$ cat config.mk
export PLATFORM = sky130hd
export DESIGN_NAME = rotate_scheduler
export DESIGN_NICKNAME = d
export VERILOG_FILES = /design/src/rtl/rotate_sched_pkg.sv /design/src/rtl/rot4_step.sv /design/src/rtl/rotate_scheduler.sv
export SDC_FILE = /design/constraint.sdc
export NUM_CORES = 1
export LEC_CHECK = 0
export ABC_AREA = 1
export CAP_MARGIN = 30
export CORE_ASPECT_RATIO = 1.25
export CORE_MARGIN = 2
export CORE_UTILIZATION = 46
export DETAILED_ROUTE_END_ITERATION = 10
export PLACE_DENSITY = 0.78
export SLEW_MARGIN = 10
export SYNTH_ARGS = -nofsm -noshare
export SYNTH_HDL_FRONTEND = slang
export SYNTH_SLANG_ARGS = --single-unit
$ cat constraint.sdc
create_clock -name clk -period 1.73 [get_ports clk]
set_input_delay 0.346 -clock clk [delete_from_list [all_inputs] [get_ports clk]]
set_output_delay 0.346 -clock clk [all_outputs]
set_load 0.005 [all_outputs]
$ cat src/rtl/rotate_sched_pkg.sv
// Shared definitions for the two-requester rotate scheduler: FSM state
// encoding and default word/step-count widths.
package rotate_sched_pkg;

    localparam int DW_DEFAULT = 4;
    localparam int CW_DEFAULT = 3;

    typedef enum logic [1:0] {
        IDLE = 2'd0,
        ROT  = 2'd1,
        DONE = 2'd2
    } sched_state_e;

endpackage

$ cat src/rtl/rot4_step.sv
// Single-position rotate of a 4-bit word; passes the word through when idle.
module rot4_step (
    input  logic       en,
    input  logic       dir,
    input  logic [3:0] din,
    output logic [3:0] dout
);

    // One step left (dir=1) or right (dir=0), or pass-through
    always_comb begin
        dout = din;
        if (!en) begin
            dout = din;
        end else if (dir) begin
            dout = {din[2:0], din[3]};
        end else begin
            dout = {din[0], din[3:1]};
        end
    end

endmodule

$ cat src/rtl/rotate_scheduler.sv
// Round-robin arbiter for two rotate requesters feeding a one-step-per-cycle
// rotator; one command in flight, result held until the consumer takes it.
module rotate_scheduler
    import rotate_sched_pkg::*;
#(
    parameter int DW = DW_DEFAULT,
    parameter int CW = CW_DEFAULT
) (
    input  logic          clk,
    input  logic          rst_n,
    input  logic          req0_valid,
    output logic          req0_ready,
    input  logic [DW-1:0] req0_data,
    input  logic          req0_dir,
    input  logic [CW-1:0] req0_cnt,
    input  logic          req1_valid,
    output logic          req1_ready,
    input  logic [DW-1:0] req1_data,
    input  logic          req1_dir,
    input  logic [CW-1:0] req1_cnt,
    output logic          out_valid,
    input  logic          out_ready,
    output logic [DW-1:0] out_data,
    output logic          out_id,
    output logic          busy
);

    sched_state_e  state_r, state_next_s;
    logic [DW-1:0] work_r, work_next_s;
    logic [CW-1:0] cnt_r, cnt_next_s;
    logic          dir_r, dir_next_s;
    logic          id_r, id_next_s;
    logic          last_r, last_next_s;
    logic          grant_s;
    logic          step_en_s;
    logic [DW-1:0] step_dout_s;
    logic          out_valid_r;
    logic [DW-1:0] out_data_r;
    logic          busy_r;

    assign step_en_s = (state_r == ROT);

    rot4_step u_step (
        .en   (step_en_s),
        .dir  (dir_r),
        .din  (work_r),
        .dout (step_dout_s)
    );

    // Arbitration: a tie goes to the requester not granted last
    always_comb begin
        grant_s = 1'b0;
        if (req0_valid && req1_valid) begin
            grant_s = ~last_r;
        end else if (req1_valid) begin
            grant_s = 1'b1;
        end else begin
            grant_s = 1'b0;
        end
    end

    // Next-state, command capture and handshake logic
    always_comb begin
        state_next_s = state_r;
        work_next_s  = work_r;
        cnt_next_s   = cnt_r;
        dir_next_s   = dir_r;
        id_next_s    = id_r;
        last_next_s  = last_r;
        req0_ready   = 1'b0;
        req1_ready   = 1'b0;
        case (state_r)
            IDLE: begin
                if (req0_valid || req1_valid) begin
                    req0_ready = ~grant_s;
                    req1_ready = grant_s;
                    id_next_s  = grant_s;
                    if (grant_s) begin
                        work_next_s = req1_data;
                        dir_next_s  = req1_dir;
                        cnt_next_s  = req1_cnt;
                    end else begin
                        work_next_s = req0_data;
                        dir_next_s  = req0_dir;
                        cnt_next_s  = req0_cnt;
                    end
                    if (cnt_next_s == CW'(0)) begin
                        state_next_s = DONE;
                    end else begin
                        state_next_s = ROT;
                    end
                end else begin
                    state_next_s = IDLE;
                end
            end
            ROT: begin
                work_next_s = step_dout_s;
                cnt_next_s  = cnt_r - CW'(1);
                // Leave on the final step so the result is valid right after it
                if (cnt_r <= CW'(1)) begin
                    state_next_s = DONE;
                end else begin
                    state_next_s = ROT;
                end
            end
            DONE: begin
                if (out_ready) begin
                    state_next_s = IDLE;
                    last_next_s  = id_r;
                end else begin
                    state_next_s = DONE;
                end
            end
            default: begin
                state_next_s = IDLE;
            end
        endcase
    end

    // State, working word and registered outputs
    always_ff @(posedge clk) begin
        if (!rst_n) begin
            state_r     <= IDLE;
            work_r      <= '0;
            cnt_r       <= '0;
            dir_r       <= 1'b0;
            id_r        <= 1'b0;
            last_r      <= 1'b1;
            out_valid_r <= 1'b0;
            out_data_r  <= '0;
            busy_r      <= 1'b0;
        end else begin
            state_r     <= state_next_s;
            work_r      <= work_next_s;
            cnt_r       <= cnt_next_s;
            dir_r       <= dir_next_s;
            id_r        <= id_next_s;
            last_r      <= last_next_s;
            out_valid_r <= (state_next_s == DONE);
            busy_r      <= (state_next_s != IDLE);
            if ((state_r != DONE) && (state_next_s == DONE)) begin
                out_data_r <= work_next_s;
            end else begin
                out_data_r <= out_data_r;
            end
        end
    end

    assign out_valid = out_valid_r;
    assign out_data  = out_data_r;
    assign out_id    = id_r;
    assign busy      = busy_r;

endmodule

==> results by group, run 1 <==
Status
  – Status: completed

Setup path
  – Destination of the critical timing path: req1_ready
  – Category of the worst setup path capture point: primary output
  – Number of cell instances on the worst register-to-register path: 9
  – CP startpoint kind: flip-flop
  – Reg2Reg Setup Slack: 0.32 ns
  – R2r endpoint: out_data[2]
  – WS Path Type: reg -> out
  – Data arrival time at the worst-slack endpoint: 1.28 ns
  – Worst reg2reg startpoint: state_r[1]
  – First element of the critical path: state_r[1]
  – Largest fanout of any net on the critical path: 3
  – Critical Path RT: between 1 and 1.5 ns

Synth
  – Total of flip-flops plus latches after synthesis: 18
  – Mapped cell area: about 1000 sq um
  – Synthesized instance count: approximately 140
  – Most common flop cell mapped by yosys: sky130_fd_sc_hd__dfxtp_1
  – Largest cells by area after synthesis: sky130_fd_sc_hd__dfxtp_1 36%, sky130_fd_sc_hd__nor2_1 9.4%, sky130_fd_sc_hd__nand2_1 8.6%
  – Proportion of synthesized flip-flops having asynchronous set or reset: 0%
  – Count of unique library cells instantiated by Yosys: 27
  – Area fraction of the dominant cell type after synthesis: a little over a third
  – Number of synthesized flops with an enable pin: 0
  – Share of synthesized area occupied by flip-flops and latches: between 30% and 40%
  – YS warnings: 0
  – Cell type with the largest total area after synthesis: sky130_fd_sc_hd__dfxtp_1
  – Synthesized area per cell: between 6 and 7 sq um
  – Net count of the mapped netlist: 167

Timing
  – Setup TNS: 0 ns
  – Highest clock rate: about 620 MHz
  – Setup repair after global routing missed its margin: false
  – Setup violation total in the final timing report: 0
  – Post-route fraction of the period consumed by the critical path: between 90% and 100%
  – Worst clock skew: roughly 0.0073 ns
  – Transition time at the pin with the least slew margin: 0.3744 ns
  – Time the worst path needs with I/O delays and setup: about 1.6 ns
  – Number of failing hold endpoints at the final stage: 0
  – Final Slew Violations: 0
  – Remaining max-slew budget at the tightest pin: between 70% and 80%
  – Smallest setup slack after layout: 0.1088 ns

Power and ir drop
  – Post-layout power: around 0.0014 W
  – Power per cell area: between 900 and 1000 nW/um^2
  – Worst supply voltage drop on vdd: a little over 0.8 mV
  – LEAKAGE: ~0.66 nW

Clock network
  – # H-tree levels: 1
  – Total clock buffers created by CTS: 3
  – Number of sinks handled by clock tree synthesis: 18
  – Post-cts gate resize count: 8
  – Clock tree from TritonCTS: yes
  – Number of buffers on the longest clock path: 2
  – Clock latency on the worst-skew pair: about 0.30 ns
  – Number of hold-repair buffers added at the cts stage: 0
  – Number of setup buffers added after CTS: 0
  – Clock-pin transition on the worst setup and hold timing paths: approximately 0.1 ns
  – Root cell of the clock tree: sky130_fd_sc_hd__clkbuf_4

Placed design
  – Pre-CTS setup slack: -0.3587 ns
  – Port Buffers: 29
  – Estimated wirelength of the detail-placed design: 1998 um
  – Final weighted congestion of routability-driven global placement: roughly 0.9

Detailed routing
  – Number of vias per cell after detailed routing: approximately 5
  – Via count: roughly 1,100
  – Post-detailed-route count of antenna-violating nets: 0
  – Detailed router's first-iteration violation count: 23
  – Post-route DRC: 0
  – Wire length per cell after detailed routing: 11.64 um
  – First-pass iteration count of the detailed router: 4
  – Final wirelength: 2456 um

Final layout
  – Layout Area Growth over Synthesis: 46.12%
  – Ant. Diodes: 0
  – Most common library cell in the layout ignoring fill and taps: sky130_fd_sc_hd__clkdlybuf4s50_1
  – Combined area of the multi-input logic cells: approximately 560 sq um
  – Sequential cell area: ~360 sq um
  – Final Net Count: ~220
  – Share of final-layout standard cells stronger than drive strength 1: around a fifth
  – Number of inserted filler cells in the final layout: roughly 170
  – Most frequent cells in the layout: 25 x sky130_fd_sc_hd__clkdlybuf4s50_1, 23 x sky130_fd_sc_hd__nand2_1, 23 x sky130_fd_sc_hd__nor2_1

Die
  – Die height: ~56 um
  – Total die area: between 2000 and 3000 sq um
  – Core region area: 2004 sq um
  – Initial standard-cell utilization of the core: approximately half
  – Site row count: 18
  – DIE WIDTH: 45.67 um
  – Number of ports placed on the die boundary: 30

Hold path
  – Path class of the lowest-slack min-delay path: reg -> reg

Global routing
  – Antenna violations before repair: 0
  – First-pass GRT wire length: between 4000 and 5000 um
  – Pin count of the biggest net entering global routing: 12
  – Global route overflow: 0
  – Via count of the first global-routing pass: between 1,000 and 1,500
  – Overall Global Routing Usage: around 22%

Flow run
  – Maximum Capacitance Violations: 0
how the worst min path moves through the flow:
stage	start	to	cells after the start
after floorplan	last_r	last_r	2
after global placement	out_data[0]	out_data[0]	2
after detailed placement	out_id	last_r	2
after CTS	out_id	last_r	2
after global routing	out_id	last_r	2
final	out_id	last_r	2
final cells by class:
cell class	count	area share, %
Multi-Input combinational cell	103	38.16
Tap cell	20	1.715
Inverter	21	5.403
Timing Repair Buffer	46	28.47
Sequential cell	18	24.70
Clock buffer	3	1.544
stage by stage:
step,utilization [%],instance area [sq um],instances,hold slack [ns]
2_1_floorplan,-,998.5,144,0.4579
3_3_place_gp,71.54,1434,208,0.4644
5_1_grt,72.78,1459,211,0.5281
4_1_cts,72.78,1459,211,0.4936
6_report,72.78,1459,211,0.4896
3_5_place_dp,71.54,1434,208,0.4773
synthesized netlist by cell type, types with 2 or more instances:
library cell                n
sky130_fd_sc_hd__nand2_1   23
sky130_fd_sc_hd__nand2_4    3
sky130_fd_sc_hd__inv_1     16
sky130_fd_sc_hd__a21oi_1   12
sky130_fd_sc_hd__nand3_1    8
sky130_fd_sc_hd__dfxtp_1   18
sky130_fd_sc_hd__o21ai_2    2
sky130_fd_sc_hd__nand3b_1   2
sky130_fd_sc_hd__nand2_2    2
sky130_fd_sc_hd__ha_1       2
sky130_fd_sc_hd__o211ai_1   3
sky130_fd_sc_hd__o22ai_1    2
sky130_fd_sc_hd__a31oi_1    2
sky130_fd_sc_hd__nor2_1    25
sky130_fd_sc_hd__o21ai_1    6
sky130_fd_sc_hd__inv_2      5
sky130_fd_sc_hd__o21ai_0    3
report_power, final:
part           internal [W]  switching, W  leakage [nW]
combinational      0.000343      0.000346         0.496
clock             0.0000812      0.000124        0.0138
sequential         0.000499     0.0000540         0.149
cells by family after synthesis:
family / synth area share [%]
AO/OA/AOI/OAI: 18.67
XOR/XNOR: 0.8774
adder cells (fa/ha/maj): 2.506
buffers and inverters: 8.646
flip-flops: 36.09
AND/OR/NAND/NOR: 33.21
worst max-delay path: stages (launching register included):
cell	delay [ns]
sky130_fd_sc_hd__dfxtp_1	0.36
sky130_fd_sc_hd__nor2_2	0.14
sky130_fd_sc_hd__inv_1	0.11
sky130_fd_sc_hd__nor2_2	0.13
sky130_fd_sc_hd__dlygate4sd2_1	0.24
metal layers:
| metal | track usage [%] | part of all wire [%] |
|---|---|---|
| met3 | 4.870 | 3.0 |
| met2 | 39.64 | 54 |
| met1 | 24.15 | 43 |
| met4 | 4.202 | 0.53 |
| met5 | 0 | 0 |
sequential cells by signal (all words and copies together), names as in the netlist:
signal	count
work_r	4
cnt_r	3
out_valid	1
out_id	1
out_data	4
last_r	1
dir_r	1
busy	1
state_r	2
Power figures use the tool's default switching activity.
==> run 2: changes to the inputs <==
--- a/config.mk
+++ b/config.mk
@@ -6,12 +6,13 @@
 export NUM_CORES = 1
 export LEC_CHECK = 0
 export ABC_AREA = 1
-export CAP_MARGIN = 30
-export CORE_ASPECT_RATIO = 1.25
+export CAP_MARGIN = 10
+export CELL_PAD_IN_SITES_DETAIL_PLACEMENT = 0
+export CELL_PAD_IN_SITES_GLOBAL_PLACEMENT = 1
 export CORE_MARGIN = 2
-export CORE_UTILIZATION = 46
+export CORE_UTILIZATION = 32
 export DETAILED_ROUTE_END_ITERATION = 10
-export PLACE_DENSITY = 0.78
+export PLACE_DENSITY_LB_ADDON = 0.1
 export SLEW_MARGIN = 10
 export SYNTH_ARGS = -nofsm -noshare
 export SYNTH_HDL_FRONTEND = slang
==> results by group, run 2 (synthesis gave the netlist of run 1 again) <==
Final layout
  – Layout Area Growth over Synthesis: 47.62%
  – Post-route standard cell area excluding fillers: 1474 sq um (+1.0%)
  – Share of final-layout standard cells stronger than drive strength 1: 20.00% (-0.42 points)
  – Number of inserted filler cells in the final layout: 326 (+91%)
  – Final Net Count: 214 (-0.93%)
  – Post-layout utilization of the core: 49.08% (-24 points)
  – Ant. Diodes: 0 (unchanged)
  – Most frequent cells in the layout: 25 x sky130_fd_sc_hd__clkdlybuf4s50_1, 23 x sky130_fd_sc_hd__nand2_1, 23 x sky130_fd_sc_hd__nor2_1
  – Most common library cell in the layout ignoring fill and taps: sky130_fd_sc_hd__clkdlybuf4s50_1

Die
  – Total die area: 3583 sq um (+40%)
  – Initial standard-cell utilization of the core: 33.25% (-17 points)
  – Die height: 59.86 um (+6.7%)
  – Number of ports placed on the die boundary: 30 (unchanged)
  – Site row count: 20 (+2)
  – DIE WIDTH: 59.86 um (+31%)
  – Core region area: 3003 sq um (+50%)

Setup path
  – Number of cell instances on the worst register-to-register path: 10 (+1)
  – Reg2Reg Setup Slack: 0.28 ns (-0.04 ns)
  – Critical Path Stages: 4 (unchanged)
  – Top cell family by delay on the critical path: flip-flops
  – Biggest cell delay along the critical path: 0.35 ns (about the same)
  – Largest fanout of any net on the critical path: 3 (unchanged)
  – Worst path slowest cell: sky130_fd_sc_hd__dfxtp_1
  – WS Path Type: reg -> out
  – R2r endpoint: out_data[0]
  – Most repeated library cell on the critical path: sky130_fd_sc_hd__nor2_2
  – Critical Path RT: 1.38 ns (about the same)
  – Destination of the critical timing path: req1_ready
  – Count of buffer and inverter cells on the critical path: 2 (unchanged)
  – First element of the critical path: state_r[1]
  – Worst reg2reg startpoint: last_r
  – Worst-path cell chain: nor2_2 > inv_1 > nor2_2 > dlygate4sd2_1
  – Data arrival time at the worst-slack endpoint: 1.26 ns (-0.02 ns)
  – CP startpoint kind: flip-flop
  – Category of the worst setup path capture point: primary output

Detailed routing
  – Number of vias per cell after detailed routing: 4.641 (-8.8%)
  – Detailed router's first-iteration violation count: 63 (+170%)
  – Via count: 1,035 (-3.6%)
  – Final wirelength: 2603 um (+6.0%)
  – First-pass iteration count of the detailed router: 4 (unchanged)
  – Post-route DRC: 0 (unchanged)
  – Wire length per cell after detailed routing: 11.67 um (+0.28%)
  – Post-detailed-route count of antenna-violating nets: 0 (unchanged)

Power and ir drop
  – Power per cell area: 1005 nW/um^2 (+1.2%)
  – LEAKAGE: 0.6565 nW (-0.24%)
  – Worst supply voltage drop on vdd: 0.5105 mV (-37%)

Global routing
  – Global route overflow: 0 (unchanged)
  – Overall Global Routing Usage: 16.50% (-5.2 points)
  – Antenna violations before repair: 0 (unchanged)
  – Met3 global-route usage: 1.948% (-2.9 points)
  – Routing layer with the top usage in global route: met2
  – Routing usage on met1: 22.79% (-1.4 points)
  – Pin count of the biggest net entering global routing: 12 (unchanged)
  – Via count of the first global-routing pass: 1,007 (-7.8%)
  – Fraction of met2 tracks used by global routing: 26.86% (-13 points)
  – First-pass GRT wire length: 4491 um (+5.7%)

Placed design
  – Placed Instance Area: 1435 sq um (about the same)
  – Estimated wirelength of the detail-placed design: 2048 um (+2.5%)
  – Pre-CTS setup slack: -0.3641 ns (-0.005450 ns)
  – Final weighted congestion of routability-driven global placement: 0.8219 (-8.2%)
  – Port Buffers: 29 (unchanged)

Timing
  – Setup repair after global routing missed its margin: false
  – Remaining max-slew budget at the tightest pin: 74.24% (-0.78 points)
  – Final Hold Slack: 0.4842 ns (-0.005383 ns)
  – Setup TNS: 0 ns (unchanged)
  – Worst clock skew: 0.001532 ns (-0.005719 ns)
  – Highest clock rate: 623.7 MHz (+1.1%)
  – Final Slew Violations: 0 (unchanged)
  – Number of failing hold endpoints at the final stage: 0 (unchanged)
  – Smallest setup slack after layout: 0.1268 ns (+0.01797 ns)
  – Setup violation total in the final timing report: 0 (unchanged)
  – Time the worst path needs with I/O delays and setup: 1.603 ns (-0.01797 ns)
  – Transition time at the pin with the least slew margin: 0.3860 ns (+0.01163 ns)
  – Post-route fraction of the period consumed by the critical path: 92.67% (-1.0 points)

Clock network
  – Number of buffers on the longest clock path: 2 (unchanged)
  – Total clock buffers created by CTS: 3 (unchanged)
  – Number of hold-repair buffers added at the cts stage: 0 (unchanged)
  – Clock-pin transition on the worst setup and hold timing paths: 0.11 ns (about the same)
  – # H-tree levels: 1 (unchanged)
  – Clock latency on the worst-skew pair: 0.29 ns (about the same)
  – Number of sinks handled by clock tree synthesis: 18 (unchanged)
  – Number of setup buffers added after CTS: 0 (unchanged)
  – Clock tree from TritonCTS: yes
  – Root cell of the clock tree: sky130_fd_sc_hd__clkbuf_4

Hold path
  – Path class of the lowest-slack min-delay path: reg -> reg

Status
  – Status: completed

Flow run
  – Maximum Capacitance Violations: 0 (unchanged)
==> run 2: changes by cell type in the layout (fill, tap and decap cells not counted), sizes merged <==
cell,change
buf,-2
clkbuf,+1
==> run 2: power breakdown <==
group | internal (W) | switching [W]
sequential | 0.000499 | 0.0000528
combinational | 0.000318 | 0.000343
clock | 0.000128 | 0.000139
==> run 2: worst min-delay path, stage by stage, from the launching register on <==
cell and delay [ns]:
sky130_fd_sc_hd__dfxtp_1 0.34, sky130_fd_sc_hd__inv_1 0.05, sky130_fd_sc_hd__o21ai_0 0.07
==> run 2: worst min-delay path by stage <==
stage / startpoint / end / cells past startpoint
after floorplan: last_r / last_r / 2
after CTS: out_id / last_r / 2
after global routing: out_id / out_id / 2
after detailed placement: out_data[1] / out_data[1] / 2
final: out_id / last_r / 2
after global placement: out_id / last_r / 2
==> run 2: metal layers <==
layer / vias to the layer above / part of all wire, %
li1: 560 / -
met2: 28 / 44
met4: 0 / 0.73
met5: - / 0
met3: 2 / 5.1
met1: 445 / 50
==> run 2: area by class of cell <==
cell class,instances,area [sq um],area share (%)
Sequential cell,18,360.3,24.45
Tap cell,33,41.29,2.801
Timing Repair Buffer,44,400.4,27.16
Inverter,21,78.83,5.348
Multi-Input combinational cell,103,556.8,37.78
Clock buffer,4,36.28,2.462
==> run 2: stage by stage <==
stage	cells	total power (W)
floorplan	144	0.0009383
global placement	219	0.001222
detailed placement	219	0.001226
CTS	223	0.001504
global route	223	0.001611
finish	223	0.001481
==> run 2: repair_timing <==
action / CTS / global route
endpoints found under the hold margin: 0 / 0
endpoints found under the setup margin: 2 / 0
resized for setup: 8 / 0
==> run 3: changes to the inputs <==
--- a/config.mk
+++ b/config.mk
@@ -10,7 +10,8 @@
 export CELL_PAD_IN_SITES_DETAIL_PLACEMENT = 0
 export CELL_PAD_IN_SITES_GLOBAL_PLACEMENT = 1
 export CORE_MARGIN = 2
-export CORE_UTILIZATION = 32
+export CORE_UTILIZATION = 33
+export CTS_BUF_LIST = sky130_fd_sc_hd__clkbuf_2 sky130_fd_sc_hd__clkbuf_4 sky130_fd_sc_hd__clkbuf_8
 export DETAILED_ROUTE_END_ITERATION = 10
 export PLACE_DENSITY_LB_ADDON = 0.1
 export SLEW_MARGIN = 10
==> results by group, run 3 (synthesis gave the netlist of run 1 again) <==
Status
  – Status: completed

Global routing
  – Global route overflow: 0 (unchanged)
  – Overall Global Routing Usage: 17.49% (+1.0 points)
  – Pin count of the biggest net entering global routing: 11 (-1)
  – Met3 global-route usage: 3.930% (+2.0 points)
  – Antenna violations before repair: 0 (unchanged)
  – Routing usage on met1: 22.91% (+0.12 points)
  – First-pass GRT wire length: 4602 um (+2.5%)
  – Fraction of met2 tracks used by global routing: 29.37% (+2.5 points)
  – Via count of the first global-routing pass: 1,056 (+4.9%)
  – Routing layer with the top usage in global route: met2

Detailed routing
  – Post-route DRC: 0 (unchanged)
  – Wire length per cell after detailed routing: 12.03 um (+3.0%)
  – Final wirelength: 2682 um (+3.0%)
  – Via count: 1,054 (+1.8%)
  – Number of vias per cell after detailed routing: 4.726 (+1.8%)
  – First-pass iteration count of the detailed router: 4 (unchanged)
  – Post-detailed-route count of antenna-violating nets: 0 (unchanged)
  – Detailed router's first-iteration violation count: 31 (-51%)

Timing
  – Smallest setup slack after layout: 0.1219 ns (-0.004880 ns)
  – Worst clock skew: 0.007621 ns (+0.006090 ns)
  – Remaining max-slew budget at the tightest pin: 77.46% (+3.2 points)
  – Time the worst path needs with I/O delays and setup: 1.608 ns (+0.004880 ns)
  – Setup repair after global routing missed its margin: false
  – Setup violation total in the final timing report: 0 (unchanged)
  – Number of failing hold endpoints at the final stage: 0 (unchanged)
  – Transition time at the pin with the least slew margin: 0.3381 ns (-0.04793 ns)
  – Setup TNS: 0 ns (unchanged)
  – Highest clock rate: 621.8 MHz (-0.30%)
  – Post-route fraction of the period consumed by the critical path: 92.96% (+0.28 points)
  – Final Slew Violations: 0 (unchanged)

Final layout
  – Most common library cell in the layout ignoring fill and taps: sky130_fd_sc_hd__clkdlybuf4s50_1
  – Ant. Diodes: 0 (unchanged)
  – Final Net Count: 216 (+0.93%)
  – Most frequent cells in the layout: 25 x sky130_fd_sc_hd__clkdlybuf4s50_1, 23 x sky130_fd_sc_hd__nand2_1, 23 x sky130_fd_sc_hd__nor2_1
  – Layout Area Growth over Synthesis: 50.63%
  – Share of final-layout standard cells stronger than drive strength 1: 20.83% (+0.83 points)

Die
  – Die height: 59.01 um (-1.4%)
  – Number of ports placed on the die boundary: 30 (unchanged)
  – Total die area: 3482 sq um (-2.8%)
  – DIE WIDTH: 59.01 um (-1.4%)
  – Core region area: 2805 sq um (-6.6%)
  – Site row count: 19 (-5.0%)
  – Initial standard-cell utilization of the core: 35.59% (+2.3 points)

Power and ir drop
  – Power per cell area: 1003 nW/um^2 (-0.14%)
  – Post-layout power: 0.001509 W (+1.9%)
  – Part of the power in registers: 36.8% (-0.5 points)
  – LEAKAGE: 0.6698 nW (+2.0%)
  – Int Pwr: 0.0009647 W (+2.0%)
  – Switching share of power: 36.06% (-0.070 points)
  – Switch Pwr: 0.0005441 W (+1.7%)
  – Worst supply voltage drop on vdd: 0.6697 mV (+31%)
  – Combinational cell fraction of total power: 46.0% (+1.4 points)
  – Proportion of power drawn by the clock network: 17.3% (-0.8 points)

Clock network
  – Number of buffers on the longest clock path: 2 (unchanged)
  – Clock tree from TritonCTS: yes
  – Root cell of the clock tree: sky130_fd_sc_hd__clkbuf_4
  – Number of sinks handled by clock tree synthesis: 18 (unchanged)
  – Clock latency on the worst-skew pair: 0.30 ns (about the same)
  – # H-tree levels: 1 (unchanged)
  – Total clock buffers created by CTS: 3 (unchanged)
  – Clock-pin transition on the worst setup and hold timing paths: 0.10 ns (about the same)
  – Number of hold-repair buffers added at the cts stage: 0 (unchanged)

Setup path
  – WS Path Type: reg -> out
  – Category of the worst setup path capture point: primary output
  – CP startpoint kind: flip-flop
  – Critical Path RT: 1.38 ns (about the same)
  – Data arrival time at the worst-slack endpoint: 1.26 ns (about the same)
  – Largest fanout of any net on the critical path: 2 (-1)

Flow run
  – Maximum Capacitance Violations: 0 (unchanged)

Placed design
  – Port Buffers: 29 (unchanged)
  – Pre-CTS setup slack: -0.4423 ns (-0.07818 ns)
  – Final weighted congestion of routability-driven global placement: 0.7609 (-7.4%)
  – Estimated wirelength of the detail-placed design: 2149 um (+4.9%)

Hold path
  – Path class of the lowest-slack min-delay path: reg -> reg
run 3: cell count changes in the layout (fill, tap and decap cells not counted):
cell                      delta
sky130_fd_sc_hd__nor2_4      +2
sky130_fd_sc_hd__buf_4       +2
sky130_fd_sc_hd__o21ai_4     +1
sky130_fd_sc_hd__o21ai_2     -1
sky130_fd_sc_hd__nor2_2      -2
run 3: cell type report:
| cell class | instances | area, sq um |
|---|---|---|
| sequential | 18 | 360.3 |
| inverter | 21 | 78.83 |
| tap | 31 | 38.79 |
| clock buffer | 4 | 36.28 |
| fill | 297 | 1301 |
| multi-input combinational | 103 | 574.3 |
| timing repair buffer | 46 | 415.4 |
run 3: final timing paths:
| path | from | end | slack [ns] | cells past startpoint |
|---|---|---|---|---|
| worst max register to register | last_r | out_data[2] | 0.30 | 9 |
| worst max-delay path | state_r[0] | req1_ready | 0.12 | 4 |
| worst min-delay path | out_id | out_id | 0.49 | 2 |
| worst min register to register | out_id | out_id | 0.49 | 2 |
run 3: worst max-delay path: stages (launching register included):
cell                            delay [ns]
sky130_fd_sc_hd__dfxtp_1              0.35
sky130_fd_sc_hd__nor2_4               0.15
sky130_fd_sc_hd__inv_1                0.10
sky130_fd_sc_hd__nor2_2               0.13
sky130_fd_sc_hd__dlygate4sd2_1        0.24
run 3: what timing repair did:
action,4_1_cts,5_1_grt
setup buffers,0,0
gates resized for setup,10,1
pin swaps,0,0
setup endpoints to repair,4,1
run 3: metrics by stage:
stage | hold slack, ns | area, sq um | std cells | utilization, %
detailed placement | 0.4749 | 1448 | 219 | 51.61
CTS | 0.4987 | 1499 | 223 | 53.43
global route | 0.5340 | 1504 | 223 | 53.61
finish | 0.4908 | 1504 | 223 | 53.61
floorplan | 0.4579 | 998.5 | 144 | -
global placement | 0.4639 | 1448 | 219 | 51.61
run 3: metal layers:
layer | vias to the layer above | share of wire, %
met1 | 467 | 49
met5 | - | 0
met2 | 20 | 47
li1 | 565 | -
met4 | 0 | 0.56
met3 | 2 | 3.2
run 3: power groups by stage:
stage                     combinational [W]  clock [W]  sequential, W
after floorplan                    0.000381          0       0.000557
after global placement             0.000671          0       0.000560
after detailed placement           0.000677          0       0.000562
after CTS                          0.000692   0.000270       0.000552
after global routing               0.000770   0.000295       0.000566
final                              0.000694   0.000260       0.000555
